==> src/rtl/lsh_pkg.sv <==
// Shared constants and types for the LSH ROM read sequencer.
package lsh_pkg;

   localparam int unsigned LSH_ADDR_W    = 24;
   localparam int unsigned LSH_DATA_W    = 96;
   localparam int unsigned LSH_CNT_W     = 24;
   localparam int unsigned LSH_ROM_DEPTH = 9622800;

   typedef enum logic [1:0] {
      StIdle,
      StIssue,
      StDrain,
      StFin
   } lsh_state_e;

   typedef struct packed {
      logic [LSH_DATA_W-1:0] data;
      logic                  last;
   } lsh_word_t;

endpackage

==> src/rtl/lsh_resp_fifo.sv <==
// Response buffer: synchronous FIFO with occupancy output; head is read straight from storage flops.
module lsh_resp_fifo
   import lsh_pkg::*;
#(
   parameter int unsigned Width = $bits(lsh_word_t),
   parameter int unsigned Depth = 4
) (
   input  logic                    clock,
   input  logic                    reset,
   input  logic                    push_i,
   input  logic [Width-1:0]        wdata_i,
   input  logic                    pop_i,
   output logic [Width-1:0]        rdata_o,
   output logic                    valid_o,
   output logic [$clog2(Depth):0]  occ_o
);

   localparam int unsigned PtrW = $clog2(Depth);

   logic [Width-1:0] mem_q [Depth];
   logic [Width-1:0] mem_d [Depth];
   logic [PtrW-1:0]  wr_q, wr_d, rd_q, rd_d;
   logic [PtrW:0]    occ_q, occ_d;
   logic             do_pop;

   assign do_pop = pop_i && (occ_q != '0);

   always_comb begin
      mem_d = mem_q;
      wr_d  = wr_q;
      rd_d  = rd_q;
      if (push_i) begin
         mem_d[wr_q] = wdata_i;
         wr_d        = wr_q + PtrW'(1);
      end
      if (do_pop) begin
         rd_d = rd_q + PtrW'(1);
      end
      occ_d = occ_q + (PtrW+1)'(push_i) - (PtrW+1)'(do_pop);
   end

   always_ff @(posedge clock) begin
      if (reset) begin
         for (int i = 0; i < int'(Depth); i++) begin
            mem_q[i] <= '0;
         end
         wr_q  <= '0;
         rd_q  <= '0;
         occ_q <= '0;
      end else begin
         mem_q <= mem_d;
         wr_q  <= wr_d;
         rd_q  <= rd_d;
         occ_q <= occ_d;
      end
   end

   assign rdata_o = mem_q[rd_q];
   assign valid_o = (occ_q != '0);
   assign occ_o   = occ_q;

endmodule

==> src/rtl/lsh_rom_reader.sv <==
// Burst read sequencer for the LSH weight/hash ROM with credit-checked response buffering.
// Optional command bounds check against ROM_DEPTH is enabled by defining LSH_READER_BOUNDS_EN.
module lsh_rom_reader
   import lsh_pkg::*;
#(
   parameter int unsigned ADDR_W     = LSH_ADDR_W,
   parameter int unsigned DATA_W     = LSH_DATA_W,
   parameter int unsigned CNT_W      = LSH_CNT_W,
`ifdef LSH_READER_BOUNDS_EN
   parameter int unsigned ROM_DEPTH  = LSH_ROM_DEPTH,
`endif
   parameter int unsigned FIFO_DEPTH = 4
) (
   input  logic              clock,
   input  logic              reset,
   input  logic              cmd_valid,
   output logic              cmd_ready,
   input  logic [ADDR_W-1:0] cmd_base,
   input  logic [CNT_W-1:0]  cmd_count,
   output logic              rom_me,
   output logic [ADDR_W-1:0] rom_address,
   input  logic [DATA_W-1:0] rom_q,
   output logic              out_valid,
   input  logic              out_ready,
   output logic [DATA_W-1:0] out_data,
   output logic              out_last,
   output logic              done,
   output logic              cmd_err
);

   localparam int unsigned OccW = $clog2(FIFO_DEPTH) + 1;

   lsh_state_e        state_q, state_d;
   logic              cmd_ready_q, cmd_ready_d;
   logic              rom_me_q, rom_me_d;
   logic              me_last_q, me_last_d;
   logic [ADDR_W-1:0] addr_q, addr_d;
   logic [CNT_W-1:0]  left_q, left_d;
   logic              done_q, done_d;
   logic              err_q, err_d;
   logic              inflight_q, inflight_last_q;

   logic              accept, reject, credit, pop, head_last;
   logic [OccW-1:0]   occ;
   logic [OccW:0]     pending;
   logic [DATA_W:0]   head;

   assign accept = cmd_valid && cmd_ready_q;

`ifdef LSH_READER_BOUNDS_EN
   localparam int unsigned BndW = ((ADDR_W > CNT_W) ? ADDR_W : CNT_W) + 1;
   logic [BndW-1:0] base_ext, end_ext;
   assign base_ext = BndW'(cmd_base);
   assign end_ext  = base_ext + BndW'(cmd_count);
   assign reject   = (base_ext >= BndW'(ROM_DEPTH)) || (end_ext > BndW'(ROM_DEPTH));
`else
   assign reject = 1'b0;
`endif

   // A read already on rom_me lands in the FIFO two cycles later, so it holds a credit too.
   assign pending = {1'b0, occ} + {{OccW{1'b0}}, inflight_q} + {{OccW{1'b0}}, rom_me_q};
   assign credit  = pending < (OccW+1)'(FIFO_DEPTH);

   always_comb begin
      state_d     = state_q;
      cmd_ready_d = cmd_ready_q;
      rom_me_d    = 1'b0;
      me_last_d   = 1'b0;
      addr_d      = addr_q;
      left_d      = left_q;
      done_d      = 1'b0;
      err_d       = 1'b0;
      unique case (state_q)
         StIdle: begin
            if (accept) begin
               cmd_ready_d = 1'b0;
               if (reject) begin
                  state_d = StFin;
                  done_d  = 1'b1;
                  err_d   = 1'b1;
               end else if (cmd_count == '0) begin
                  state_d = StFin;
                  done_d  = 1'b1;
               end else begin
                  rom_me_d  = 1'b1;
                  addr_d    = cmd_base;
                  left_d    = cmd_count - CNT_W'(1);
                  me_last_d = (cmd_count == CNT_W'(1));
                  state_d   = me_last_d ? StDrain : StIssue;
               end
            end
         end
         StIssue: begin
            if (credit) begin
               rom_me_d  = 1'b1;
               addr_d    = addr_q + ADDR_W'(1);
               left_d    = left_q - CNT_W'(1);
               me_last_d = (left_q == CNT_W'(1));
               if (me_last_d) begin
                  state_d = StDrain;
               end
            end
         end
         StDrain: begin
            // Popping the tagged last word implies the buffer and read pipe are empty.
            if (pop && head_last) begin
               state_d = StFin;
               done_d  = 1'b1;
            end
         end
         StFin: begin
            state_d     = StIdle;
            cmd_ready_d = 1'b1;
         end
         default: state_d = StIdle;
      endcase
   end

   always_ff @(posedge clock) begin
      if (reset) begin
         state_q         <= StIdle;
         cmd_ready_q     <= 1'b0;
         rom_me_q        <= 1'b0;
         me_last_q       <= 1'b0;
         addr_q          <= '0;
         left_q          <= '0;
         done_q          <= 1'b0;
         err_q           <= 1'b0;
         inflight_q      <= 1'b0;
         inflight_last_q <= 1'b0;
      end else begin
         state_q         <= state_d;
         cmd_ready_q     <= (state_q == StIdle) ? cmd_ready_d | ~accept : cmd_ready_d;
         rom_me_q        <= rom_me_d;
         me_last_q       <= me_last_d;
         addr_q          <= addr_d;
         left_q          <= left_d;
         done_q          <= done_d;
         err_q           <= err_d;
         inflight_q      <= rom_me_q;
         inflight_last_q <= me_last_q;
      end
   end

   lsh_resp_fifo #(
      .Width (DATA_W + 1),
      .Depth (FIFO_DEPTH)
   ) u_fifo (
      .clock   (clock),
      .reset   (reset),
      .push_i  (inflight_q),
      .wdata_i ({rom_q, inflight_last_q}),
      .pop_i   (pop),
      .rdata_o (head),
      .valid_o (out_valid),
      .occ_o   (occ)
   );

   assign pop         = out_valid && out_ready;
   assign head_last   = head[0];
   assign out_data    = head[DATA_W:1];
   assign out_last    = out_valid && head_last;
   assign cmd_ready   = cmd_ready_q;
   assign rom_me      = rom_me_q;
   assign rom_address = addr_q;
   assign done        = done_q;
   assign cmd_err     = err_q;

endmodule

==> config.mk <==
export PLATFORM = sky130hd
export DESIGN_NAME = lsh_rom_reader
export DESIGN_NICKNAME = d
export VERILOG_FILES = /design/src/rtl/lsh_pkg.sv /design/src/rtl/lsh_resp_fifo.sv /design/src/rtl/lsh_rom_reader.sv
export SDC_FILE = /design/constraint.sdc
export NUM_CORES = 1
export LEC_CHECK = 0
export ABC_AREA = 1
export CAP_MARGIN = 10
export CORE_MARGIN = 5
export CORE_UTILIZATION = 50
export DETAILED_ROUTE_END_ITERATION = 12
export DONT_BUFFER_PORTS = 1
export GPL_TIMING_DRIVEN = 0
export PLACE_DENSITY = 0.73
export REMOVE_ABC_BUFFERS = 1
export SLEW_MARGIN = 20
export SYNTH_ARGS = -nofsm -noshare
export SYNTH_HDL_FRONTEND = slang
export SYNTH_SLANG_ARGS = --single-unit
==> constraint.sdc <==
create_clock -name clock -period 5 [get_ports clock]
set_input_delay 0 -clock clock [delete_from_list [all_inputs] [get_ports clock]]
set_output_delay 0 -clock clock [all_outputs]
set_load 0.005 [all_outputs]
==> run metrics <==
status=complete, no violations; Pwr Total=11.3 mW; switch share=36.6%; max cap viols=0; Post-synth EDFFs=0; Max IR drop VDD=0.000259 V; Seq/Total Area, Yosys=43.3%; family with the most delay on the worst path=buffers and inverters; GR Overflow Total=0; Gate power share=30.7%; asr flop ratio synth=0%; routed via count=21200; highest-count cells in the layout ignoring fill and taps=nor2_1, o21ai_0, dfxtp_1; Syn Std Cell Area=20800 um^2; syn_area_per_cell=6.68 um^2; share of cells above drive strength 1=4.54%; post-synthesis xor/xnor area fraction=0.546%; power per cell area=461 nW/um^2; FF+latch count, synth=451; Slew Viols, Final=0; CTS buffer count=48; unrepaired setup endpoints after global routing=false; Cell Chain, Critical Path=inv_1 > ha_2 > buf_12 > inv_2 > buf_12 > nand2_1 > nand3_4 > nor2_8 > nand2_1 > a21oi_1 > dlygate4sd3_1; CP arrival=3.99 ns; H-tree depth=2; nets@finish=3322; period utilisation layout=69.5%; first-pass GRT wire length=103000 um; compound-gate portion of the synthesized area=19.8%; Leak=9.41 nW; min-delay worst type=in -> reg; Worst-path clk slew=0.06 ns; Synth Area in Simple Gates=29.1%; largest net degree at the start of global routing=172; hold_ws=0.0347 ns; worst reg-to-reg setup slack=1.52 ns; crit path buf inv count=5; Post-CTS Setup Repair Bufs=0; die width=214 um; routed len/inst=17.2 um; vias in the first global route=20100; P_int=7.18 mW; drt pass-1 iters=5; minimum clock period after layout=3.48 ns; # rows=74; Slowest Stage Delay on Critical Path=0.64 ns; layout overhead on the synthesized area=17.8%; TritonCTS clock tree=done; Achievable Freq=288 MHz; cells after synthesis=3122; I/O Buffers=0; CP Class=reg -> reg; Fillers=3686; Yosys Warn Count=0; register share of total power=38.0%; # setup viols final=0; DRT antenna net count=0; Clk pwr share=31.4%; Root Driver=clkbuf_16; adder-cell share of the synthesized area=1.18%; drt drc=0; Slew headroom=50.8%; final setup skew=0.0195 ns; num ports=274; Final Hold Vio Count=0; Clk Latency, worst-skew pair=0.58 ns; clk sinks=451; Worst EP required=5.52 ns; core area=41000 um^2; GP Congestion=0.968; commonest non-fill, non-tap cell in the layout=nor2_1; proportion of synthesized area in mux cells=0%; GRT Total Usage=26.6%; maximum root-to-sink buffer count=3; CP Capture Type=flip-flop; die area=45900 um^2; worst slew pin tran=0.739 ns; Worst path slowest cell=nor2_8; routed vias/inst=5.68; initial antenna violation count=7; Post-synth top flop=dfxtp_1; Initial Util=50.8%; Routed Wire Length=64400 um; worst-path fanout max=51; Initial DRC Count=2089; largest family of logic cells by synthesized area=simple AND/OR/NAND/NOR gates; Netlist cell types=41; Sw Pwr=4.15 mW; DIE HEIGHT=214 um; Startpoint Class=flip-flop; half-perimeter wire length after placement=37100 um
==> worst reg2reg max path, cell delays in order (launching register included) <==
cell and delay [ns]:
dfxtp_1 0.33, inv_1 0.09, ha_2 0.37, buf_12 0.25
inv_2 0.18, buf_12 0.20, nand2_1 0.18, nand3_4 0.22
nor2_8 0.66, nand2_1 0.16, a21oi_1 0.20, dlygate4sd3_1 0.58
==> cell usage after synthesis (2+ instances only) <==
master	instances	area, um^2
nand3_4	2	35.0
o31ai_1	2	15.0
xor2_1	7	61.3
o21ai_1	17	85.1
o21bai_1	3	22.5
dfxtp_1	451	9030
nand3b_1	5	37.5
nor2_2	6	37.5
a21oi_2	4	35.0
clkbuf_1	182	683
nor3_1	6	30.0
nor2_4	2	22.5
buf_2	15	75.1
inv_2	3	11.3
buf_1	9	33.8
inv_1	91	342
nand3_1	92	460
ha_1	18	225
o21ai_0	628	3140
buf_6	7	78.8
nand2_2	2	12.5
o22ai_1	96	601
nand2_1	242	908
xnor2_1	6	52.6
and2_1	2	12.5
buf_4	2	15.0
clkinv_1	2	7.51
nand4_1	13	81.3
nor2_1	1147	4310
or2_2	11	68.8
a21boi_0	2	15.0
nor2_8	2	40.0
a21oi_1	37	185
==> final timing paths <==
kind | start | endpoint | cells after the start
hold reg to reg | me_last_q | inflight_last_q | 2
setup reg to reg | state_q[1] | rom_address[23] | 11
setup / recovery | state_q[1] | rom_address[23] | 11
hold / removal | cmd_count[19] | state_q[0] | 9
==> kinds of logic after synthesis <==
family	count (synthesis)
buffers and inverters	313
and+or+nand+nor	1533
DFF	451
adders and majority gates	19
xor gates and xnor gates	13
AOI/OAI and AO/OA	792
other	1
==> metrics by stage <==
stage	setup WS (ns)	TNS [ns]	util [%]	std cells	area, um^2
after floorplan	-2.15	-206.54	-	2906	19900
final	1.52	0	59.9	3731	24600
after detailed placement	1.92	0	51.6	3457	21200
after global placement	-9.37	-2291.63	50.3	3438	20600
after CTS	1.63	0	59.9	3724	24600
after global routing	1.34	0	59.9	3730	24600
==> power by group through the flow <==
stage	sequential, mW	clock [mW]	combinational (mW)
after floorplan	4.29	0	2.36
after global placement	4.46	0	3.14
after detailed placement	4.36	0	3.21
after CTS	4.29	3.61	3.43
after global routing	4.34	3.77	3.87
final	4.30	3.55	3.47
==> final cells by class <==
cell class	count	area (um^2)	share of cell area, %
multi-input combinational	2358	10600	43.1
sequential	451	9040	36.8
timing repair buffer	199	2280	9.29
clock buffer	71	1440	5.86
tap	532	666	2.71
inverter	97	409	1.67
clock inverter	16	138	0.560
antenna	7	17.5	0.0713
==> sequential cells by signal (all words and copies together) (netlist names), 2 cells and up <==
| register | flops |
|---|---|
| u_fifo.mem_q | 388 |
| u_fifo.occ_o | 3 |
| left_q | 24 |
| u_fifo.rd_q | 2 |
| rom_address | 24 |
| u_fifo.wr_q | 2 |
| state_q | 2 |
==> repair_timing <==
item	CTS	global route
hold buffers	180	0
setup endpoints to repair	0	0
resized for setup	0	0
endpoints found under the hold margin	450	0
==> per-layer routing <==
metal  track usage [%]  vias up  share of wire (%)
li1                  -    10300                  -
met1              32.7     9918                 40
met2              47.1      835                 49
met3              4.73      149                7.7
met4              9.38        2                3.0
met5                 0        -              0.020
(Power assumes the default switching activity.)
